==> config.mk <==
export PLATFORM = sky130hd
export DESIGN_NAME = if_stage_pc
export DESIGN_NICKNAME = d
export VERILOG_FILES = /design/src/rtl/if_stage_pc.sv
export SDC_FILE = /design/constraint.sdc
export NUM_CORES = 1
export LEC_CHECK = 0
export ABC_AREA = 0
export BUFFER_PORTS_ARGS = -buffer_cell sky130_fd_sc_hd__buf_2
export CAP_MARGIN = 20
export CORE_AREA = 2 2 102 104
export CTS_CLUSTER_DIAMETER = 150
export DETAILED_ROUTE_END_ITERATION = 8
export DIE_AREA = 0 0 104 106
export PLACE_DENSITY = 0.78
export SYNTH_ARGS = -nofsm -noshare
export SYNTH_HDL_FRONTEND = slang
export SYNTH_SLANG_ARGS = --single-unit
==> constraint.sdc <==
create_clock -name clk -period 2.5 [get_ports clk]
set_input_delay 0.5 -clock clk [delete_from_list [all_inputs] [get_ports clk]]
set_output_delay 0.5 -clock clk [all_outputs]
set_load 0.01 [all_outputs]
==> src/rtl/if_stage_pc.sv <==
// Instruction-fetch stage: owns the PC, addresses the instruction ROM and
// loads the IF/ID pipeline register, honouring stall, flush and redirects.
module if_stage_pc #(
    parameter logic [31:0] RESET_PC = 32'h0000_0000,
    parameter int unsigned PC_STEP  = 4
) (
    input  logic        clk,
    input  logic        rst,
    input  logic        stall,
    input  logic        flush,
    input  logic        branch_taken,
    input  logic [31:0] branch_target,
    input  logic        jump,
    input  logic [25:0] jump_index,
    output logic [31:0] inst_addr,
    input  logic [31:0] inst_in,
    output logic [31:0] if_id_inst,
    output logic [31:0] if_id_pc_plus4,
    output logic        if_id_valid
);

    localparam int unsigned XLEN = 32;

    logic [XLEN-1:0] pc;
    logic [XLEN-1:0] pc_next;
    logic [XLEN-1:0] pc_seq;
    logic [XLEN-1:0] jump_addr;
    logic [XLEN-1:0] branch_addr;
    logic            redirect;

    logic [XLEN-1:0] if_id_inst_next;
    logic [XLEN-1:0] if_id_pc_plus4_next;
    logic            if_id_valid_next;

    assign inst_addr   = pc;
    assign pc_seq      = pc + XLEN'(PC_STEP);
    // J-type target keeps the region bits of the jump's own PC+4
    assign jump_addr   = {if_id_pc_plus4[31:28], jump_index, 2'b00};
    assign branch_addr = branch_target & ~XLEN'(32'h3);
    assign redirect    = jump | branch_taken;

    // Next-PC selection; redirects come from later stages so they beat stall
    always_comb begin
        pc_next = pc_seq;
        if (jump) begin
            pc_next = jump_addr;
        end else if (branch_taken) begin
            pc_next = branch_addr;
        end else if (stall) begin
            pc_next = pc;
        end
    end

    // IF/ID next value: bubble on redirect/flush, hold on stall, else capture
    always_comb begin
        if_id_inst_next     = inst_in;
        if_id_pc_plus4_next = pc_seq;
        if_id_valid_next    = 1'b1;
        if (redirect || flush) begin
            if_id_inst_next     = '0;
            if_id_pc_plus4_next = '0;
            if_id_valid_next    = 1'b0;
        end else if (stall) begin
            if_id_inst_next     = if_id_inst;
            if_id_pc_plus4_next = if_id_pc_plus4;
            if_id_valid_next    = if_id_valid;
        end
    end

    always_ff @(posedge clk) begin
        if (rst) begin
            pc             <= RESET_PC;
            if_id_inst     <= '0;
            if_id_pc_plus4 <= '0;
            if_id_valid    <= 1'b0;
        end else begin
            pc             <= pc_next;
            if_id_inst     <= if_id_inst_next;
            if_id_pc_plus4 <= if_id_pc_plus4_next;
            if_id_valid    <= if_id_valid_next;
        end
    end

endmodule

==> results of run 1 <==
==> sequential cells by signal, indices dropped and copies added (netlist names) <==
| name | cells |
|---|---|
| if_id_pc_plus4 | 30 |
| if_id_inst | 32 |
| inst_addr | 30 |
| if_id_valid | 1 |
==> cell type report <==
class	count	share of cell area
timing repair buffer	208	0.186
tap	136	0.0289
clock inverter	4	0.00425
inverter	8	0.00511
sequential	93	0.317
multi-input combinational	404	0.435
clock buffer	11	0.0240
==> cells in the mapped netlist, types with 3 or more instances <==
| cell | number | share of area |
|---|---|---|
| dfxtp_1 | 93 | 0.40 |
| nor2_1 | 74 | 0.060 |
| mux2i_1 | 41 | 0.088 |
| o21ai_0 | 39 | 0.042 |
| nand2_1 | 36 | 0.029 |
| a21oi_1 | 35 | 0.038 |
| clkbuf_1 | 29 | 0.023 |
| nor3_1 | 20 | 0.022 |
| xnor2_1 | 20 | 0.038 |
| a211oi_1 | 15 | 0.024 |
| buf_2 | 11 | 0.012 |
| nand4_1 | 10 | 0.013 |
| o22ai_1 | 9 | 0.012 |
| and4_1 | 8 | 0.015 |
| a22oi_1 | 7 | 0.011 |
| and3_1 | 7 | 0.0094 |
| nand3_1 | 7 | 0.0075 |
| o31a_1 | 7 | 0.013 |
| buf_4 | 6 | 0.0097 |
| inv_1 | 5 | 0.0040 |
| nor4_1 | 5 | 0.0067 |
| o221ai_1 | 5 | 0.0094 |
| xor2_1 | 5 | 0.0094 |
| nor4_2 | 4 | 0.011 |
| o211ai_1 | 4 | 0.0065 |
| or3_1 | 4 | 0.0054 |
| a31oi_1 | 3 | 0.0040 |
| clkinv_1 | 3 | 0.0024 |
| nand2b_1 | 3 | 0.0040 |
| o211a_1 | 3 | 0.0065 |
| o21a_1 | 3 | 0.0048 |
==> worst min-delay path by stage <==
stage                            start            endpoint  slack, ps  depth (start not counted)
finish                     inst_in[28]      if_id_inst[28]        360                          3
global route               inst_in[14]      if_id_inst[14]        370                          3
floorplan           if_id_pc_plus4[10]  if_id_pc_plus4[10]        490                          2
CTS                        inst_in[28]      if_id_inst[28]        360                          3
detailed placement         if_id_valid         if_id_valid        440                          1
global placement           if_id_valid         if_id_valid        430                          1
==> critical path, stage by stage, from the launching register on <==
cell and delay (ps):
dfxtp_1 460, ha_1 250, and4_1 390, nand2_2 240, nor3_1 470, and4_1 250
nor3_1 50
==> stage by stage <==
step / total power (W) / instances / worst slack, ps
6_report: 0.00299 / 864 / 286
5_1_grt: 0.00311 / 864 / 92.2
4_1_cts: 0.00299 / 864 / 285
3_5_place_dp: 0.00211 / 849 / 298
3_3_place_gp: 0.00209 / 849 / 381
2_1_floorplan: 0.00190 / 553 / 594
==> layer usage <==
metal	track usage	up-vias	routed length, µm
met1	0.311	2288	6020
met3	0.0766	26	1380
li1	-	2330	-
met5	0	-	0
met4	0.106	0	304
met2	0.466	232	7240
==> cell families after synthesis <==
| kind of cell | Yosys count | synth area share |
|---|---|---|
| simple gates | 191 | 0.212 |
| compound gates | 142 | 0.196 |
| flops | 93 | 0.400 |
| buf+inv | 56 | 0.0530 |
| mux | 41 | 0.0882 |
| xor+xnor | 25 | 0.0470 |
| fa+ha+maj | 1 | 0.00269 |
| other cells | 1 | 0.000806 |
==> where the power goes <==
part | total (W) | internal [W] | switching, W
combinational | 0.000481 | 0.000214 | 0.000266
clock | 0.000904 | 0.000380 | 0.000524
sequential | 0.00160 | 0.00153 | 0.0000737
total | 0.00299 | 0.00212 | 0.000864
==> impl_metrics.toml, run 1 <==
[setup_path]
path_class = "reg -> reg"
start_kind = "register"
end_kind = "register"
r2r_slack_ps = 290
critPathLaunch = "inst_addr[2]"
cp.arrival_ps = 2470
cp.required_ps = 2760
crit_fanout = 10
cp-endpoint = "inst_addr[26]"
reg2reg_depth = 6
r2r_start = "inst_addr[2]"
rr_endpoint = "inst_addr[26]"

[yosys]
syn-mean-instance-area_um2 = 8.46
synth.distinct_cells = 52
synth_edf_count = 0
synth_flop_cell = "dfxtp_1"
yosysWarnings = 0
synthCells = 550
ys_ff_latch = 93
syn-cell-area_um2 = 4650
async_flop_share = 0
yosysSeqAreaShare = 0.400

[cts]
path_clk_slew_ps = 100
cts_tree = "built"
cts_setup_buffers = 0
clock_sinks = 93
cts_max_path_buffers = 2
cts_max_level = 3
cts.repair.resized = 0
clkLatencyLatePin_ps = 370
ctsHoldBuffers = 0
numCtsBuffers = 9
cts-root-buf = "clkbuf_8"

[detailed_routing]
detail_route.wl_per_cell_um = 17.3
drt_iter0_markers = 255
vias = 4876
vias_per_cell = 5.64
routed_wl_um = 15000
drc = 0
dr.pass1.iters = 5
antenna_left = 0

[timing]
relSlewSlack = 0.428
tightest_slew_ps = 857
min_period_ps = 2210
finalSetupViolCount = 0
clock.fmax_ghz = 0.452
finalHoldViolCount = 0
rsz0062_at_grt = "false"
fin_worst_skew_ps = 16.0
fin_crit_sh = 0.886
whs_ps = 364
fin_setup_tns_ps = 0
final_max_slew_viol_count = 0

[layout]
final_cell_mix = "buf_2 (186), dfxtp_1 (93), nor2_1 (74)"
nets = 821
multi_input_area_um2 = 2560
seq_area_um2 = 1860
final_common_cell = "buf_2"
diodes = 0
fillers = 931
drive_above_1_share = 0.328
final_area_um2 = 5880
syn2layout_area_growth_pct = 26.4
postLayoutCoreUtil = 0.588

[worst_hold_path]
min_path_type = "in -> reg"

[power_and_ir_drop]
leakage_nw = 2.63
p_per_area_nw_per_um2 = 508
ir_worst_vdd_v = 0.000286

[grt]
grt_pass1_vias = 4770
grt_max_degree = 42
grt_usage = 0.268
grt_pass1_wl_um = 23500
overflow = 0
antenna_found_initial = 0

[floorplan]
rows = 37
ios = 193
coreArea_um2 = 10000
die_y_um = 106
design.die.area_um2 = 11000
die_w_um = 104
start_util = 0.465

[run_status]
status = "completed"

[placement]
hpwl_um = 11000
io_buffers = 186
place_congestion = 0.903
post_dp_cell_area_um2 = 5720

[run]
drv_cap = 0
Note: power is estimated with default switching activity, not from simulation.
==> run 2: changes to the inputs <==
CORE_AREA = 2 2 106 108   (was 2 2 102 104)
DIE_AREA = 0 0 108 110   (was 0 0 104 106)
PLACE_DENSITY = 0.76   (was 0.78)
clock period = 1.94 ns   (was 2.5 ns; I/O delays follow)
==> run 2 against run 1 <==
Against the previous run:
- sequential share of layout area is 2.0 points lower
- critical endpoint is now inst_addr[31]
- die area is 7.8% higher
- total power grew 46%
- clock skew decreased by 6.3 ps
- utilization hardly changed
- worst hold slack got worse by 110 ps
- clock-buffer cell count is the same
- maximum frequency increased by 21%
- via count rose by 3.4%
- register-to-register slack got worse by 180 ps
- combinational power grew 50%
==> impl_metrics.toml, run 2 (same netlist as run 1, synthesis figures left out) <==
[detailed_routing]
detail_route.wl_per_cell_um = 17.0
vias = 5044
drt_iter0_markers = 314
routed_wl_um = 15400
antenna_left = 0
drc = 0
dr.pass1.iters = 7
vias_per_cell = 5.59

[layout]
drive_above_1_share = 0.367
largest_reg_flops = 32
nets = 856
syn2layout_area_growth_pct = 35.1
top_register = "if_id_inst"
postLayoutCoreUtil = 0.588
seq_area_um2 = 1860
multi_input_area_um2 = 2590
final_common_cell = "buf_2"
final_cells = 903
final_cell_mix = "buf_2 (186), dfxtp_1 (93), nor2_1 (74)"
diodes = 0
fillers = 963

[cts]
cts_max_level = 3
cts_max_path_buffers = 2
numCtsBuffers = 9
path_clk_slew_ps = 90
cts_tree = "built"
clkLatencyLatePin_ps = 360
ctsHoldBuffers = 0
cts-root-buf = "clkbuf_8"
clock_sinks = 93

[power_and_ir_drop]
p_per_area_nw_per_um2 = 693
ir_worst_vdd_v = 0.000478
leakage_nw = 2.88

[grt]
antenna_found_initial = 0
overflow = 0
grt_max_degree = 38
grt_pass1_wl_um = 24200
grt_pass1_vias = 4929
grt_usage = 0.261

[timing]
rsz0062_at_grt = "false"
fin_worst_skew_ps = 9.68
fin_ws_ps = 104
tightest_slew_ps = 520
final_max_slew_viol_count = 0
fin_crit_sh = 0.946
relSlewSlack = 0.644
min_period_ps = 1840
finalSetupViolCount = 0
fin_setup_tns_ps = 0
finalHoldViolCount = 0
clock.fmax_ghz = 0.545

[placement]
place_ws_ps = -14.4
dp_cells = 887
place_congestion = 0.951
io_buffers = 186
hpwl_um = 11700

[floorplan]
die_w_um = 108
die_y_um = 110
coreArea_um2 = 10700
design.die.area_um2 = 11900
ios = 193
rows = 38
start_util = 0.435

[worst_hold_path]
min_path_type = "in -> reg"

[run]
drv_cap = 0

[setup_path]
cp.required_ps = 2190
start_kind = "register"
cp.arrival_ps = 2080
crit_fanout = 12
end_kind = "register"
path_class = "reg -> reg"

[run_status]
status = "completed"
[run 2: cell types whose count changed in the layout (fill, tap and decap cells not counted), moves of 2 or more]
cell	previous run	this run
buf_12	0	2
bufinv_16	0	3
nor3_2	2	4
buf_4	22	55
nor3_1	20	18
and4_1	8	6
clkinvlp_4	2	0
[run 2: metal layers]
| layer | part of all wire | global-route usage |
|---|---|---|
| met2 | 0.48 | 0.442 |
| met4 | 0.020 | 0.103 |
| met5 | 0 | 0 |
| met3 | 0.092 | 0.0641 |
| met1 | 0.41 | 0.321 |
[run 2: worst max-delay path: stages, from the launching register on]
cell,delay (ps)
dfxtp_1,350
buf_4,130
and4_1,260
nand3_4,200
nor4_2,330
buf_4,180
mux2i_1,180
a211oi_1,90
[run 2: final timing paths]
path | startpoint | depth (start not counted) | slack, ps | endpoint
setup / recovery | inst_addr[3] | 7 | 100 | inst_addr[31]
hold / removal | inst_in[14] | 3 | 260 | if_id_inst[14]
setup reg to reg | inst_addr[3] | 7 | 100 | inst_addr[31]
hold reg to reg | if_id_valid | 1 | 460 | if_id_valid
[run 2: layout make-up]
type,count,area share
Clock inverter,4,0.0151
Multi-Input combinational cell,404,0.412
Sequential cell,93,0.296
Clock buffer,11,0.0241
Tap cell,140,0.0279
Timing Repair Buffer,243,0.220
Inverter,8,0.00478
[run 2: through the flow]
step                      hold slack [ps]  total power (W)  instance area (µm²)
after floorplan                       486          0.00244                 4670
after global placement                429          0.00276                 6000
after detailed placement              441          0.00278                 6000
after CTS                             244          0.00436                 6250
after global routing                  235          0.00453                 6290
final                                 256          0.00436                 6290
[run 2: where the power goes]
group	internal (W)	switching, W
Combinational	0.000325	0.000398
Sequential	0.00197	0.0000561
Clock	0.000918	0.000690
Total	0.00321	0.00114
[run 2: repair_timing]
action                     in CTS  in global routing
pin swaps                       0                  2
setup buffers                   0                  1
resized for setup               2                  7
setup endpoints to repair       6                 16
